**src/rtl/edge_pulser_pkg.sv**
```systemverilog
// Shared types for the multi-channel edge pulser: edge-select modes, channel states,
// and the edge qualification helper.
package edge_pulser_pkg;

  typedef enum logic [1:0] {
    OFF  = 2'b00,
    RISE = 2'b01,
    FALL = 2'b10,
    BOTH = 2'b11
  } mode_e;

  typedef enum logic {
    IDLE   = 1'b0,
    ACTIVE = 1'b1
  } state_e;

  // True when the cur/prv transition is a direction enabled by m.
  function automatic logic edge_hit(mode_e m, logic cur, logic prv);
    logic rise_en;
    logic fall_en;
    rise_en  = (m == RISE) || (m == BOTH);
    fall_en  = (m == FALL) || (m == BOTH);
    edge_hit = (rise_en && cur && !prv) || (fall_en && !cur && prv);
  endfunction

endpackage

```
**src/rtl/edge_pulse_channel.sv**
```systemverilog
// One pulser channel: optional input synchroniser, edge detect and a
// non-retriggerable fixed-width pulse FSM with a sticky overrun flag.
module edge_pulse_channel
  import edge_pulser_pkg::*;
#(
  parameter int unsigned PULSE_LEN   = 1,
  parameter int unsigned SYNC_STAGES = 2
) (
  input  logic       clock,
  input  logic       reset_n,
  input  logic       level,
  input  logic [1:0] mode,
  input  logic       clear_overrun,
  output logic       pulse,
  output logic       overrun,
  output logic       statemon
);

  localparam int unsigned CNT_W = $clog2(PULSE_LEN + 1);

  logic             s;
  logic             prev;
  logic             edge_det;
  state_e           state;
  logic [CNT_W-1:0] cnt;

  generate
    if (SYNC_STAGES == 0) begin : g_nosync
      assign s = level;
    end else begin : g_sync
      logic [SYNC_STAGES-1:0] sync_q;

      // Shift level in at bit 0; the oldest sample leaves at the top.
      always_ff @(posedge clock) begin
        if (!reset_n) begin
          sync_q <= '0;
        end else begin
          sync_q <= SYNC_STAGES'({sync_q, level});
        end
      end

      assign s = sync_q[SYNC_STAGES-1];
    end
  endgenerate

  assign edge_det = edge_hit(mode_e'(mode), s, prev);

  always_ff @(posedge clock) begin
    if (!reset_n) begin
      prev     <= 1'b0;
      state    <= IDLE;
      cnt      <= '0;
      pulse    <= 1'b0;
      overrun  <= 1'b0;
      statemon <= 1'b0;
    end else begin
      prev <= s;

      // An edge seen while ACTIVE is dropped; flagging it beats a same-cycle clear.
      if (edge_det && (state == ACTIVE)) begin
        overrun <= 1'b1;
      end else if (clear_overrun) begin
        overrun <= 1'b0;
      end

      case (state)
        IDLE: begin
          if (edge_det) begin
            state    <= ACTIVE;
            cnt      <= CNT_W'(PULSE_LEN - 1);
            pulse    <= 1'b1;
            statemon <= 1'b1;
          end
        end
        ACTIVE: begin
          if (cnt == '0) begin
            state    <= IDLE;
            pulse    <= 1'b0;
            statemon <= 1'b0;
          end else begin
            cnt <= cnt - CNT_W'(1);
          end
        end
        default: begin
          state    <= IDLE;
          pulse    <= 1'b0;
          statemon <= 1'b0;
        end
      endcase
    end
  end

endmodule

```
**src/rtl/multi_edge_pulser.sv**
```systemverilog
// Array of independent edge-to-pulse channels sharing one clock, reset and
// overrun-clear strobe.
module multi_edge_pulser
  import edge_pulser_pkg::*;
#(
  parameter int unsigned CHANNELS    = 4,
  parameter int unsigned PULSE_LEN   = 1,
  parameter int unsigned SYNC_STAGES = 2
) (
  input  logic                  clock,
  input  logic                  reset_n,
  input  logic [CHANNELS-1:0]   level,
  input  logic [2*CHANNELS-1:0] mode,
  input  logic                  clear_overrun,
  output logic [CHANNELS-1:0]   pulse,
  output logic [CHANNELS-1:0]   overrun,
  output logic [CHANNELS-1:0]   statemon
);

  generate
    for (genvar i = 0; i < int'(CHANNELS); i++) begin : g_ch
      edge_pulse_channel #(
        .PULSE_LEN  (PULSE_LEN),
        .SYNC_STAGES(SYNC_STAGES)
      ) u_ch (
        .clock        (clock),
        .reset_n      (reset_n),
        .level        (level[i]),
        .mode         (mode[2*i+1 -: 2]),
        .clear_overrun(clear_overrun),
        .pulse        (pulse[i]),
        .overrun      (overrun[i]),
        .statemon     (statemon[i])
      );
    end
  endgenerate

endmodule

```
**config.mk**
```make
export PLATFORM = sky130hd
export DESIGN_NAME = multi_edge_pulser
export DESIGN_NICKNAME = d
export VERILOG_FILES = /design/src/rtl/edge_pulser_pkg.sv /design/src/rtl/edge_pulse_channel.sv /design/src/rtl/multi_edge_pulser.sv
export SDC_FILE = /design/constraint.sdc
export NUM_CORES = 1
export LEC_CHECK = 0
export BUFFER_PORTS_ARGS = -buffer_cell sky130_fd_sc_hd__buf_2
export CORE_MARGIN = 2
export CORE_UTILIZATION = 52
export DETAILED_ROUTE_END_ITERATION = 6
export PLACE_DENSITY_LB_ADDON = 0.12
export SLEW_MARGIN = 20
export SYNTH_ARGS = -nofsm -noshare
export SYNTH_HDL_FRONTEND = slang
export SYNTH_SLANG_ARGS = --single-unit
```
**constraint.sdc**
```tcl
create_clock -name clock -period 1.8 [get_ports clock]
set_input_delay 0.09 -clock clock [delete_from_list [all_inputs] [get_ports clock]]
set_output_delay 0.09 -clock clock [all_outputs]
set_load 0.1 [all_outputs]
```
==> key figures <==
Yosys
  • Area leader, netlist: dfxtp_1
  • Seq cells post-synth: 24
  • Mapped Nets: 105
  • Register area share after synthesis: 0.528
  • Synth Flop Type: dfxtp_1
  • Synth Warn #: 0
  • Cell Area, Synth: 910 um^2
  • Synth cell types: 16
  • Top-count cell post-synth: dfxtp_1
  • Number of flops mapped to enable cells by yosys: 0
  • Largest cells by area after synthesis: dfxtp_1 53%, buf_4 11%, and2_1 7.6%, nand3b_1 4.1%, o21ai_2 3.9%
  • Synth top cells by count: 24 x dfxtp_1, 13 x buf_4, 11 x and2_1
  • Post-Syn Instances: 90
  • Synth top area share: 0.528
  • Ys async rst share: 0
  • Post-Syn Area per Cell: 10.1 um^2

Worst setup path
  • CP cell instances: buf_2
  • Kind of critical path: flip-flop to output pin
  • Crit end category: output pin
  • Delay of the slowest critical-path stage: 0.43 ns
  • Data arrival, critical path: 1.10 ns
  • Crit Path Max Fanout: 2
  • Buf/Inv on CP: 1
  • Slowest CP cell: buf_2
  • Critical Path RT: 1.71 ns
  • Kind of cell adding the most delay to the critical path: buffers and inverters
  • Setup crit start kind: flip-flop

Floorplan
  • Initial Util: 0.539
  • Top Ports: 27
  • Die X-Extent: 45.8 um
  • Core box area: 1690 um^2
  • Die extent in y: 45.8 um
  • Row count: 15
  • Die ar.: 2100 um^2

Clock tree
  • Sink Count: 24
  • CTS max path bufs: 2
  • Worst skew pair latency: 0.30 ns
  • TritonCTS buffer count: 3
  • TritonCTS clock tree: done
  • H-tree levels: 1
  • Root buffer cell: clkbuf_4
  • Post_cts resized: 0
  • Clk slew on worst S/H paths: 0.12 ns

Pwr
  • Static Leak: 0.457 nW
  • Maximum vdd drop: 0.000523 V
  • Pwr/cell area: 933 nW/um^2

Place
  • Dpl ws: 0.952 ns
  • IO Port Bufs: 26
  • Final HPWL DP: 823 um
  • GPL Wtd Cong: 0.700

Status
  • Outcome: finished clean

Timing
  • Skew final: 0.00179 ns
  • Minimum clock period after layout: 1.19 ns
  • Worst slew pin tran: 0.486 ns
  • F_max: 0.841 GHz
  • Finish-stage setup viols: 0
  • Post-route setup TNS: 0 ns
  • Endpoints failing hold: 0
  • Max transition margin: 0.678
  • Fin. max-slew vios: 0
  • Setup ws final: 0.612 ns
  • Hold slack final: 0.0938 ns
  • RSZ-0062 raised after global routing: no
  • Fin crit share: 0.660

Drt
  • Initial DRT Pass Iterations: 1
  • DRC viols: 0
  • Vias/cell: 4.62
  • ANT nets after route: 0
  • Avg WL per Cell: 9.71 um
  • Via count: 587
  • Routed WL: 1.23 mm
  • Drt initial violations: 0

Final layout
  • Share of layout cells above drive strength 1: 0.382
  • Sequential cell area: 480 um^2
  • Final Util: 0.609
  • Multi-input gate area: 305 um^2
  • Fillers: 152
  • N_diodes: 0
  • Layout Nets: 126
  • Area growth syn-to-layout: 13.1%

Global route
  • Maximum number of pins on one net before global-route repair: 25
  • First-pass GRT wire length: 1.95 mm
  • Vias in the first global route: 499
  • Gr usage total: 0.130
  • Initial antenna violation count: 0
  • Overflow left after global routing: 0

Hold path
  • Hold Path Class: input pin to flip-flop

Run
  • MaxCap Viol Count: 0
## final timing paths
check / from / endpoint / slack [ns] / cells past startpoint
max reg2reg: g_ch[0].u_ch.prev / g_ch[0].u_ch.pulse / 0.97 / 3
max: g_ch[0].u_ch.overrun / overrun[0] / 0.61 / 1
min: clear_overrun / g_ch[1].u_ch.overrun / 0.09 / 3
min reg2reg: g_ch[1].u_ch.g_sync.sync_q[0] / g_ch[1].u_ch.g_sync.sync_q[1] / 0.45 / 1
## cell usage in the layout (no fill, tap or decap), drive strengths merged
cell	n
o22a	1
nor2	4
and2	12
o21a	3
nand2b	4
o21ai	4
inv	4
clkbuf	4
nand2	9
a21oi	4
dfxtp	24
nand3b	7
dlygate4sd3	4
buf	26
## layer usage
metal | part of all wire | up-vias | GRT usage | wire [um]
li1 | - | 311 | - | -
met1 | 0.46 | 260 | 0.155 | 562
met2 | 0.49 | 14 | 0.228 | 608
met3 | 0.046 | 2 | 0.0238 | 57
met4 | 0.0032 | 0 | 0.0514 | 4
met5 | 0 | - | 0 | 0
## stage by stage
step / std cells / power [W] / cell area (um^2)
final: 127 / 0.000959 / 1030
after global routing: 127 / 0.00100 / 1030
after CTS: 127 / 0.000976 / 1030
after detailed placement: 119 / 0.000695 / 952
after global placement: 119 / 0.000694 / 952
after floorplan: 90 / 0.000682 / 910
## flip-flops by register name, indices dropped and copies added (netlist names)
| name | cells |
|---|---|
| g_ch.u_ch.g_sync.sync_q | 8 |
| g_ch.u_ch.pulse | 4 |
| g_ch.u_ch.prev | 4 |
| g_ch.u_ch.state | 4 |
| g_ch.u_ch.overrun | 4 |
## area by class of cell
type                    count  share of cell area
repair buffers             30               0.165
multi-input cells          48               0.297
inverters                   4              0.0146
flip-flops and latches     24               0.467
clock buffers               4              0.0353
well taps                  17              0.0207
## where the power goes
group	internal, W	total [W]	switching [W]
clock network	0.000123	0.000270	0.000147
logic	0.0000386	0.000133	0.0000946
registers	0.000549	0.000556	0.00000729
total	0.000711	0.000959	0.000249
## cell families (layout without fill, tap and decap cells)
| kind of cell | Yosys count | count (layout) | share of synthesized area |
|---|---|---|---|
| AO/OA/AOI/OAI | 12 | 12 | 0.105 |
| AND/OR/NAND/NOR | 36 | 36 | 0.231 |
| flip-flops | 24 | 24 | 0.528 |
| buffers and inverters | 18 | 38 | 0.136 |
## repair_timing
item,in CTS,in global routing
hold buffers,4,0
setup buffers,0,0
hold endpoints to repair,4,0
No activity file was read; power rests on OpenSTA's default activity.
